`src/rtl/cpu_mem_pkg.sv`:
```
// ============================================================================
// cpu_mem_pkg : shared memory-path types and defaults for the mycpu core
// Revision    : 1.0 - initial release
// ============================================================================
`default_nettype none

package cpu_mem_pkg;

    localparam int c_SRAM_LATENCY   = 1;
    localparam int c_DEFAULT_ADDR_W = 32;
    localparam int c_DEFAULT_DATA_W = 32;

    typedef enum logic [1:0] {
        RESP_NONE = 2'd0,
        RESP_INST = 2'd1,
        RESP_DATA = 2'd2
    } resp_owner_t;

endpackage

`default_nettype wire

```
`src/rtl/sram_port_arbiter.sv`:
```
// ============================================================================
// sram_port_arbiter : shares one 1-cycle-latency SRAM between IF and MEM
// Revision          : 1.0 - initial release
// ============================================================================
`default_nettype none

module sram_port_arbiter
    import cpu_mem_pkg::*;
#(
    parameter int ADDR_W       = c_DEFAULT_ADDR_W,
    parameter int DATA_W       = c_DEFAULT_DATA_W,
    parameter int STARVE_LIMIT = 4
) (
    input  logic                clk,
    input  logic                reset,
    input  logic                inst_req,
    input  logic [ADDR_W-1:0]   inst_addr,
    output logic                inst_addr_ok,
    output logic                inst_data_ok,
    output logic [DATA_W-1:0]   inst_rdata,
    input  logic                data_req,
    input  logic [DATA_W/8-1:0] data_we,
    input  logic [ADDR_W-1:0]   data_addr,
    input  logic [DATA_W-1:0]   data_wdata,
    output logic                data_addr_ok,
    output logic                data_data_ok,
    output logic [DATA_W-1:0]   data_rdata,
    output logic                sram_en,
    output logic [DATA_W/8-1:0] sram_we,
    output logic [ADDR_W-1:0]   sram_addr,
    output logic [DATA_W-1:0]   sram_wdata,
    input  logic [DATA_W-1:0]   sram_rdata,
    output logic                grant_inst_dbg
);

    localparam int c_CNT_W = (STARVE_LIMIT == 0) ? 1 : $clog2(STARVE_LIMIT + 1);

    resp_owner_t        r_resp_owner;
    resp_owner_t        w_resp_owner_nxt;
    logic [c_CNT_W-1:0] r_starve_cnt;
    logic               w_starved;
    logic               w_grant_inst;
    logic               w_grant_data;
    logic               r_grant_inst;

    generate
        if (STARVE_LIMIT == 0) begin : g_no_starve
            assign w_starved = 1'b0;
            always_ff @(posedge clk) begin
                r_starve_cnt <= '0;
            end
        end else begin : g_starve
            assign w_starved = (r_starve_cnt >= c_CNT_W'(STARVE_LIMIT));
            // Counts only refused cycles of a live fetch; saturates at the limit.
            always_ff @(posedge clk) begin
                if (reset || !inst_req || w_grant_inst) begin
                    r_starve_cnt <= '0;
                end else if (!w_starved) begin
                    r_starve_cnt <= r_starve_cnt + 1'b1;
                end
            end
        end
    endgenerate

    always_comb begin
        w_grant_inst = 1'b0;
        w_grant_data = 1'b0;
        if (!reset) begin
            if (inst_req && data_req) begin
                w_grant_inst = w_starved;
                w_grant_data = !w_starved;
            end else begin
                w_grant_inst = inst_req;
                w_grant_data = data_req;
            end
        end
    end

    always_ff @(posedge clk) begin
        if (reset) begin
            r_resp_owner <= RESP_NONE;
        end else begin
            r_resp_owner <= w_resp_owner_nxt;
        end
    end

    always_comb begin
        w_resp_owner_nxt = RESP_NONE;
        sram_en          = 1'b0;
        sram_we          = '0;
        sram_addr        = '0;
        sram_wdata       = '0;
        if (w_grant_data) begin
            w_resp_owner_nxt = RESP_DATA;
            sram_en          = 1'b1;
            sram_we          = data_we;
            sram_addr        = data_addr;
            sram_wdata       = data_wdata;
        end else if (w_grant_inst) begin
            w_resp_owner_nxt = RESP_INST;
            sram_en          = 1'b1;
            sram_addr        = inst_addr;
        end
    end

    always_ff @(posedge clk) begin
        if (reset) begin
            r_grant_inst <= 1'b0;
        end else if (w_grant_inst || w_grant_data) begin
            r_grant_inst <= w_grant_inst;
        end
    end

    assign inst_addr_ok   = w_grant_inst;
    assign data_addr_ok   = w_grant_data;
    // A response still in flight when reset arrives is dropped, not delivered.
    assign inst_data_ok   = (r_resp_owner == RESP_INST) && !reset;
    assign data_data_ok   = (r_resp_owner == RESP_DATA) && !reset;
    assign inst_rdata     = sram_rdata;
    assign data_rdata     = sram_rdata;
    assign grant_inst_dbg = r_grant_inst;

endmodule

`default_nettype wire
```
`config.mk`:
```
export PLATFORM = sky130hd
export DESIGN_NAME = sram_port_arbiter
export DESIGN_NICKNAME = d
export VERILOG_FILES = /design/src/rtl/cpu_mem_pkg.sv /design/src/rtl/sram_port_arbiter.sv
export SDC_FILE = /design/constraint.sdc
export NUM_CORES = 1
export LEC_CHECK = 0
export CAP_MARGIN = 25
export CORE_AREA = 5 5 102 104
export DETAILED_ROUTE_END_ITERATION = 10
export DIE_AREA = 0 0 107 109
export PLACE_DENSITY_LB_ADDON = 0.15
export SETUP_SLACK_MARGIN = 0.02
export SLEW_MARGIN = 10
export SYNTH_ARGS = -nofsm -noshare
export SYNTH_HDL_FRONTEND = slang
export SYNTH_SLANG_ARGS = --single-unit
```
`constraint.sdc`:
```
create_clock -name clk -period 2.9 [get_ports clk]
set_clock_uncertainty 0.1 [all_clocks]
set_input_delay 0.58 -clock clk [delete_from_list [all_inputs] [get_ports clk]]
set_output_delay 0.58 -clock clk [all_outputs]
set_load 0.1 [all_outputs]
```
==> reports/results.txt <==
run status: finished clean
HP Start: grant_inst_dbg
Fmax: 363 MHz
Final nets: 458
register-to-register setup slack: 1.61 ns
Crit-path slowest cell: clkdlybuf4s50_1
hold depth: 2
vias in the first global route: 1,763
Async SR Flop Fraction: 0
Setup Fix Bufs, Post-CTS: 0
CTS resizes: 0
H-tree levels: 1
CTS max path bufs: 2
Cells after Synth: 210
routed vias/inst: 4.06
Reg-to-Reg Start: r_starve_cnt[2]
Buffers on Ports: 177
GPL Wtd Cong: 0.758
endpoints failing setup: 0
Root Buffer: clkbuf_8
I/O pin total: 274
cell taking the most area after synthesis: buf_4
Area growth, synth to finish: 152%
Hold Crit Class: reg2reg
cells on worst reg2reg path: 4
via count: 1,756
GRT overflow: 0
CP Data Arrival Time: 2.08 ns
fin area: 3750 um2
CP Launch Type: input pin
Peak VDD IR: 0.231 mV
clk sinks: 6
Finished Core Util: 0.396
pre-CTS setup slack: 0.104 ns
Synth cell types: 17
HPWL after DPL: 6180 um
WL final: 7300 um
Power, Total: 0.00105 W
Pwr per Cell Area: 281 nW/um2
crit end category: primary output
Pre-Repair DR Iteration Count: 4
syn nets: 348
TritonCTS clock tree: built
clock slew at reported path FFs: 0.04 ns
Num CTS Buffers: 3
CP Class: in2out
die area: 11,700 um2
sequential fraction of the synthesis area: 0.0806
starting density of the core: 0.158
first-pass GRT wire length: 10,500 um
Avg Inst Size Synth: 7.10 um2
Post-Synthesis Cell Area: 1490 um2
r2r endpoint: grant_inst_dbg
synthesis-stage register bit count: 6
Initial DRC Count: 55
fin crit share: 0.950
crit-path leading delay family: buffers and inverters
Worst Max-Slew Pin Slew: 0.371 ns
layout cell share with drive strength beyond 1: 0.406
CP peak stage delay: 0.57 ns
drt wl/cell: 16.9 um
number of synthesized flops with an enable pin: 0
Min Hold Slack: 0.373 ns
Final Max Slew Viols: 0
core box area: 9460 um2
hold-fix buffers at CTS: 0
Skew-Pair Late Insertion Delay: 0.22 ns
Final min period: 2.76 ns
CP required: 2.22 ns
GRT Total Usage: 0.116
post-synth top area share: 0.332
initial antenna violation count: 0
final setup margin: 0.144 ns
worst path cell trace: clkdlybuf4s50_1 > a21boi_2 > buf_4 > a32oi_1 > nor2_1 > buf_12
WP buf/inv: 3
pin count of the biggest net entering global routing: 38
placed cell areas: 3710 um2
num rows: 36
ant diodes: 0
die height: 109 um
Yosys warning count: 0
Post-route DRC: 0
Max-Slew Margin vs Limit: 0.752
WHS Endpoint: grant_inst_dbg
Final Hold Vio Count: 0
Area contributors post-synth: buf_4 (33%), a32oi_1 (19%), and2_1 (16%), nor2_1 (9.1%), dfxtp_1 (8.1%)
leakage power total: 1.43 nW
max_cap viols: 0
top_reg_cell synth: dfxtp_1
RSZ-0062 raised after global routing: no
post-route ant nets: 0
Worst Path Max Fanout: 16
Die Wd: 107 um
[stage by stage]
step                      instances  TNS (ns)
after floorplan                 210     -1.77
after global placement          429         0
after detailed placement        429         0
after CTS                       432         0
after global routing            432         0
final                           432         0
[state kept, by name (all words and copies together), names as in the netlist]
signal          flops
r_starve_cnt        3
grant_inst_dbg      1
r_resp_owner        2
[tightest hold or removal path, delay by kind of cell (launching register included)]
family / cells / cell delay (ns)
DFF: 1 / 0.30
AOI/OAI and AO/OA: 1 / 0.06
and+or+nand+nor: 1 / 0.06
[layout make-up]
cell class / count / area (um2)
multi-input cells: 120 / 853
well taps: 114 / 143
inverters: 2 / 7.51
clock buffers: 3 / 41.3
fillers: 964 / 5710
flip-flops and latches: 6 / 120
repair buffers: 187 / 2580
[logic make-up (layout without fill, tap and decap cells)]
group | Yosys count | in the layout | share of synthesized area
AOI/OAI and AO/OA | 36 | 36 | 0.213
adders and majority gates | 2 | 2 | 0.0168
buffers and inverters | 84 | 192 | 0.405
DFF | 6 | 6 | 0.0806
and+or+nand+nor | 82 | 82 | 0.285
[per-layer routing]
layer,routed length (um),part of all wire,vias to the layer above,GRT usage
met3,392,0.054,13,0.0225
li1,-,-,865,-
met2,4140,0.57,68,0.224
met5,0,0,-,0
met1,2680,0.37,810,0.131
met4,87,0.012,0,0.0237
[cell usage after synthesis, types with 2 or more instances]
cell type and n:
buf_6 4, buf_2 6, dfxtp_1 6, inv_1 2
nor2_1 36, and2_1 39, a21oi_1 2, ha_1 2
clkbuf_1 4, buf_4 66, clkbuf_2 2, nor3b_1 3
a32oi_1 32, nand2b_1 3
[power breakdown]
group / internal, W / switching (W) / total (W) / leakage (nW)
registers: 0.0000858 / 0.00000134 / 0.0000872 / 0.0491
logic: 0.000347 / 0.000496 / 0.000844 / 1.36
clock network: 0.0000890 / 0.0000342 / 0.000123 / 0.0216
total: 0.000522 / 0.000532 / 0.00105 / 1.43
[layout by cell type (no fill, tap or decap), drive strengths merged]
master	netlist	layout
nand2	1	1
inv	2	2
dlymetal6s2s	0	1
clkdlybuf4s50	0	101
ha	2	2
nor3b	3	3
buf	76	85
a21boi	1	1
nor2	36	36
clkbuf	6	3
and2	39	39
a21oi	3	3
a32oi	32	32
dfxtp	6	6
nand2b	3	3
[worst max path at each step]
stage,from,to,slack (ns),cells past startpoint
3_5_place_dp,inst_req,sram_addr[2],0.10,6
2_1_floorplan,reset,data_data_ok,-0.74,2
5_1_grt,data_req,sram_addr[31],0.03,6
3_3_place_gp,inst_req,sram_addr[2],0.15,6
6_report,data_req,sram_addr[31],0.14,6
4_1_cts,inst_req,sram_addr[31],0.1,6
Power figures use the tool's default switching activity.
